## config.mk

```make
export PLATFORM = sky130hd
export DESIGN_NAME = craps_roll_controller
export DESIGN_NICKNAME = d
export VERILOG_FILES = /design/src/rtl/craps_roll_controller.sv
export SDC_FILE = /design/constraint.sdc
export NUM_CORES = 1
export LEC_CHECK = 0
export ABC_AREA = 1
export CORE_UTILIZATION = 53
export DETAILED_ROUTE_END_ITERATION = 10
export GPL_ROUTABILITY_DRIVEN = 0
export PLACE_DENSITY = 0.74
export SLEW_MARGIN = 20
export SYNTH_ARGS = -nofsm -noshare
export SYNTH_HDL_FRONTEND = slang
export SYNTH_SLANG_ARGS = --single-unit
export TNS_END_PERCENT = 30
```

## constraint.sdc

```tcl
create_clock -name clk -period 2.1 [get_ports clk]
set_input_delay 0.42 -clock clk [delete_from_list [all_inputs] [get_ports clk]]
set_output_delay 0.42 -clock clk [all_outputs]
set_load 0.01 [all_outputs]
```

## src/rtl/craps_roll_controller.sv

```systemverilog
// craps_roll_controller
//   Rolls two dice when asked. It drives their sum to the come-out evaluator and
//   reads back the evaluator's verdict on the come-out roll. It then plays the
//   point phase itself and presents the dice, the point and the final result for
//   display.
//
// Ports
//   clk     in   system clock, all logic on posedge
//   rst_n   in   synchronous reset, active-low
//   roll    in   roll request, level sampled on every edge
//   op      in   [1:0] evaluator verdict: 00 init, 01 reroll, 10 win, 11 lose
//   sum     out  [3:0] die1+die2 (2..12), feeds the evaluator
//   die1    out  [2:0] first die face 1..6
//   die2    out  [2:0] second die face 1..6
//   point   out  [3:0] established point, 0 when none
//   result  out  [1:0] 00 playing/idle, 10 win, 11 lose
//   busy    out  high while waiting on a decision; rolls are ignored meanwhile
module craps_roll_controller #(
    parameter int EVAL_LAT = 2
) (
    input  logic       clk,
    input  logic       rst_n,
    input  logic       roll,
    input  logic [1:0] op,
    output logic [3:0] sum,
    output logic [2:0] die1,
    output logic [2:0] die2,
    output logic [3:0] point,
    output logic [1:0] result,
    output logic       busy
);

    localparam logic [2:0] S_IDLE      = 3'd0;
    localparam logic [2:0] S_COME_WAIT = 3'd1;
    localparam logic [2:0] S_POINT     = 3'd2;
    localparam logic [2:0] S_PT_WAIT   = 3'd3;
    localparam logic [2:0] S_DONE      = 3'd4;

    localparam logic [1:0] RES_NONE = 2'b00;
    localparam logic [1:0] RES_WIN  = 2'b10;
    localparam logic [1:0] RES_LOSE = 2'b11;

    // The wait counter is cleared on the accept edge, so the decision edge is the
    // one on which it already holds EVAL_LAT-1.
    localparam logic [3:0] WAIT_LAST = 4'(EVAL_LAT - 1);

    logic [2:0] state;
    logic [2:0] c1;
    logic [2:0] c2;
    logic [3:0] wcnt;
    logic       accept;
    logic       decide;

    // Sum of two zero-based counters, as a 1-based dice total.
    function automatic logic [3:0] dice_sum(input logic [2:0] a, input logic [2:0] b);
        return {1'b0, a} + {1'b0, b} + 4'd2;
    endfunction

    // Free-running dice counters. They visit all 36 pairs every 36 clocks and are
    // never frozen, so the roll timing alone picks the pair.
    always_ff @(posedge clk) begin
        if (!rst_n) begin
            c1 <= 3'd0;
            c2 <= 3'd0;
        end else if (c1 == 3'd5) begin
            c1 <= 3'd0;
            c2 <= (c2 == 3'd5) ? 3'd0 : c2 + 3'd1;
        end else begin
            c1 <= c1 + 3'd1;
        end
    end

    always_comb begin
        accept = roll && ((state == S_IDLE) || (state == S_POINT) || (state == S_DONE));
        decide = ((state == S_COME_WAIT) || (state == S_PT_WAIT)) && (wcnt == WAIT_LAST);
    end

    always_ff @(posedge clk) begin
        if (!rst_n) begin
            state  <= S_IDLE;
            sum    <= 4'd0;
            die1   <= 3'd1;
            die2   <= 3'd1;
            point  <= 4'd0;
            result <= RES_NONE;
            busy   <= 1'b0;
            wcnt   <= 4'd0;
        end else if (accept) begin
            die1  <= c1 + 3'd1;
            die2  <= c2 + 3'd1;
            sum   <= dice_sum(c1, c2);
            busy  <= 1'b1;
            wcnt  <= 4'd0;
            if (state == S_POINT) begin
                state <= S_PT_WAIT;
            end else begin
                // A new game starts: forget the previous point and outcome.
                state  <= S_COME_WAIT;
                point  <= 4'd0;
                result <= RES_NONE;
            end
        end else if (decide) begin
            busy <= 1'b0;
            if (state == S_COME_WAIT) begin
                // An init verdict (00) is an evaluator fault; play on as a reroll.
                case (op)
                    2'b10: begin
                        result <= RES_WIN;
                        state  <= S_DONE;
                    end
                    2'b11: begin
                        result <= RES_LOSE;
                        state  <= S_DONE;
                    end
                    default: begin
                        point <= sum;
                        state <= S_POINT;
                    end
                endcase
            end else if (sum == point) begin
                result <= RES_WIN;
                state  <= S_DONE;
            end else if (sum == 4'd7) begin
                result <= RES_LOSE;
                state  <= S_DONE;
            end else begin
                state <= S_POINT;
            end
        end else if ((state == S_COME_WAIT) || (state == S_PT_WAIT)) begin
            wcnt <= wcnt + 4'd1;
        end
    end

endmodule

```

; Word level (Yosys, flattened, before mapping)
; Cells that the tools add are included.
; W data, S select, Z words.
[totals]
reg_bits = 30
latchBits = 0
ram_bits = 0
rom_bits = 0
input_bits = 5
out_inout_bits = 17
elab_cells = 68
mem_count = 0
[classes]
addsub = 5
n_mul = 0
div = 0
n_lt_le_gt_ge = 0
eq_ne = 14
shifts = 0
mux = 22
bitwise = 2
n_reduce_logical = 15
[ops]
columns = operator, n
row1 = $mux W3, 7
row2 = $mux W4, 5
row3 = $mux W2, 7
row4 = $eq A3 B3 Y1 const B, 3
row5 = $reduce_and A4 Y1, 2
row6 = $add A3 B1 Y3 const B, 2
row7 = $eq A3 B2 Y1 const B, 2
row8 = $reduce_or A2 Y1, 3
row9 = $add A3 B3 Y4, 1
row10 = $add A4 B1 Y4 const B, 1
row11 = $add A4 B2 Y4 const B, 1
row12 = $eq A2 B2 Y1 const B, 2
row13 = $eq A4 B1 Y1 const B, 1
row14 = $eq A4 B3 Y1 const B, 1
row15 = $eq A4 B4 Y1, 1
row16 = $ne A4 B2 Y1 const B, 1
row17 = $pmux W2 S2, 1
row18 = $reduce_bool A2 Y1, 2
row19 = $reduce_bool A4 Y1, 1
row20 = $eq A3 B1 Y1 const B, 1
row21 = $logic_not A3 Y1, 1
row22 = $logic_or A1 B1 Y1, 3
row23 = $logic_and A1 B1 Y1, 2
row24 = $mux W1, 2
row25 = 4 further kinds, 5

; Depth between registers and ports, before layout
[depth]
ltp_word = 6
ltp_mapped = 10
depth_no_buf = 10

; Worst setup path after synthesis
; Ideal clock, no wire load.
[synth_timing]
path_type = register -> register
start = register c2[1]
end = register sum[3]
arrival_ns = 1.481
required_time_ns = 1.980
slack_ns = 0.499
path_stages_with_launch = 9
path_buffers = 0
period_less_slack_ns = 1.601
path_cell_list = dfxtp_1 -> inv_1 -> ha_1 -> inv_1 -> ha_1 -> fa_1 -> xor2_1 -> nand2_1 -> a21oi_1
[synth_via]
elab_chain_cells = 2
[synth_lines]
columns = element, line
row1 = start: declaration, 49  ; logic [2:0] c2;
row2 = start signal: assignment, 67  ; c2 <= (c2 == 3'd5) ? 3'd0 : c2 + 3'd1;
row3 = $add A3 B3 Y4, 56  ; return {1'b0, a} + {1'b0, b} + 4'd2;
row4 = $add A4 B2 Y4, 56
row5 = end signal: assignment, 91  ; sum <= dice_sum(c1, c2);
row6 = end: declaration, 25  ; output logic [3:0] sum,
; No other way between the ends.
; A chain may end at the register's enable or synchronous reset.

; Worst setup path after layout
; Ends and elaborated chain as after synthesis.

==> qor.csv <==
stage,metric,value,unit
outcome,status,"finished, final reports clean",
placed_design,placed wire-length estimate,2.14,mm
die,Row Count,18,
cts,Clock Path Buffers,2,
finish,share of cells above drive strength 1,0.109,
pwr,worst vdd ir,592,uV
sta,Relative slew margins,0.767,
cts,CTS Root Cell,clkbuf_4,
critical_path,Worst Setup Path Type,reg2reg,
finish,final non-filler cell area,1740,sq um
sta,endpoints failing setup,0,
yosys,distinct cell type count after synthesis,30,
placed_design,port bufs,21,
drt,post-route ant nets,0,
drt,DRT iter0 DRCs,18,
finish,nets,228,
sta,minimum clock period,1.74,ns
critical_path,Max stage delay on crit path,0.37,ns
critical_path,CP Launch Type,flip-flop,
cts,worst skew pair latency,0.32,ns
die,Placeable Area,2540,sq um
cts,CTS tree,done,
yosys,post-synthesis register bit count,29,
yosys,"EDFF count, synth",0,
yosys,Mapped Area,1460,sq um
yosys,"FFs w/ async S/R, synth",0,
drt,WL final,2.81,mm
sta,final hold vios,0,
die,initial core utilization,0.572,
global_route,vias in the first global route,1134,
yosys,cell count after synthesis,185,
pwr,static leakage,0.753,nW
sta,part of the cycle the worst path needs,0.827,
drt,post-DR wirelength/cell,11.7,microns
cts,clock transition at the registers of the reported paths,0.08,ns
flow_run,MaxCap Viol Count,0,
global_route,initial antenna violation count,0,
critical_path,slowest CP cell,fa_1,
sta,final worst setup slack,0.363,ns
global_route,first-pass GRT wire length,4.63,mm
yosys,top cell type's share of synthesized area,0.399,
pwr,total power,0.00121,W
sta,Max Slew Vio Count,0,
cts,Post-CTS Setup Bufs,0,
critical_path,crit-path cells,inv_1 > ha_1 > inv_1 > ha_1 > fa_1 > xor2_1 > nand2_1 > a21oi_1,
global_route,gr ovfl total,0,
die,die area,2960,sq um
yosys,largest area contributor in the netlist,dfxtp_1,
cts,Clock Sinks,29,
cts,# H-tree levels,2,
drt,TritonRoute pass-1 iters,4,
min_path,Hold Path Class,reg2reg,
global_route,Total GRT Usage,0.226,
critical_path,Critical Path Sink Type,flip-flop,
die,die height,54.4,microns
yosys,Post-synth top flop,dfxtp_1,
sta,Achievable Freq,0.576,GHz
critical_path,Crit path arrival time,1.99,ns
sta,Layout Skew,0.00637,ns
placed_design,placed cell area,1690,sq um
cts,CTS Buf Count,5,
global_route,largest net degree at the start of global routing,17,
drt,Remaining DRCs,0,
die,Chip Width,54.4,microns
yosys,syn nets,202,
sta,Worst Tran Pin Value,0.350,ns
finish,final core occ,0.684,
placed_design,Place WS,0.277,ns
cts,# hold bufs at CTS,0,
yosys,synth top area cells,"dfxtp_1 (40%), nand2_1 (9.8%), ha_1 (9.5%)",
finish,area delta synth->final,19.7,%
drt,via count,1224,
drt,post-DR vias/cell,5.08,
pwr,power density over the cells,694,nW/um^2
die,IO Count,22,
yosys,Synth warnings,0,
finish,ant diodes,0,
critical_path,WP data required,2.36,ns
yosys,syn_area_per_cell,7.87,sq um
sta,setup TNS,0,ns
sta,RSZ-0062 raised after global routing,false,
yosys,"Seq/Total Area, Yosys",0.399,
cts,post-cts sizing count,0,
critical_path,crit-path max FO,3,
[cell usage after synthesis (all sizes together), types with 2 or more instances]
cell and instances:
dfxtp 29, o21ai 15, nand3 8, inv 26, nor2 20, xnor2 3, xor2 2, buf 3
ha 11, nand2 40, a21oi 20
[routing by layer]
layer / GRT usage / part of all wire / up-vias
met3: 0.0889 / 0.036 / 5
met4: 0.0983 / 0.010 / 0
met1: 0.231 / 0.45 / 552
met5: 0 / 0 / -
met2: 0.404 / 0.50 / 20
li1: - / - / 647
[cell families after synthesis]
kind of cell / count (synthesis) / share of synthesized area
AO/OA/AOI/OAI: 39 / 0.150
buffers and inverters: 30 / 0.0860
XOR/XNOR: 5 / 0.0301
adder cells (fa/ha/maj): 12 / 0.108
flip-flops: 29 / 0.399
AND/OR/NAND/NOR: 70 / 0.227
[stage by stage]
step	std cells	hold WS (ns)
after floorplan	185	0.445
after detailed placement	234	0.461
after CTS	241	0.471
after global placement	234	0.455
after global routing	241	0.497
final	241	0.470
[sequential cells by signal (all words and copies together) (netlist names)]
register  cells
die2          3
c1            3
wcnt          4
sum           4
die1          3
point         4
state         3
result        2
c2            3
[critical path, delay by kind of cell (launching register included)]
family	cells	cell delay, ns
simple gates	1	0.07
fa+ha+maj	3	0.84
xor+xnor	1	0.15
flops	1	0.36
buf+inv	2	0.13
compound gates	1	0.12
[area by class of cell]
cell class                 instances  area [sq um]
tap                               30          37.5
multi-input combinational        126           749
fill                             231           803
inverter                          27           101
sequential                        29           581
clock buffer                       7          55.1
timing repair buffer              22           218
[power by group]
| group | switching [W] | internal [W] |
|---|---|---|
| Combinational | 0.000140 | 0.000114 |
| Clock | 0.000179 | 0.000158 |
| Sequential | 0.0000327 | 0.000587 |
[layout by cell type, fill, tap and decap left out, drive strengths merged]
| master | netlist | final |
|---|---|---|
| dfxtp | 29 | 29 |
| xor2 | 2 | 2 |
| nand4 | 1 | 1 |
| nand2 | 40 | 40 |
| o22ai | 1 | 1 |
| clkbuf | 0 | 7 |
| clkinv | 1 | 1 |
| or2 | 1 | 1 |
| xnor2 | 3 | 3 |
| buf | 3 | 1 |
| nand3 | 8 | 8 |
| o21ai | 15 | 15 |
| ha | 11 | 11 |
| fa | 1 | 1 |
| clkdlybuf4s50 | 0 | 21 |
| nor2 | 20 | 20 |
| inv | 26 | 26 |
| a2bb2oi | 1 | 1 |
| a21oi | 20 | 20 |
| o211ai | 1 | 1 |
| a31o | 1 | 1 |
[final timing paths]
check,start,to,slack [ns],cells after the start
setup / recovery,c2[1],sum[3],0.36,8
hold / removal,result[1],result[1],0.47,2
setup reg to reg,c2[1],sum[3],0.36,8
hold reg to reg,result[1],result[1],0.47,2
(Power assumes the default switching activity.)
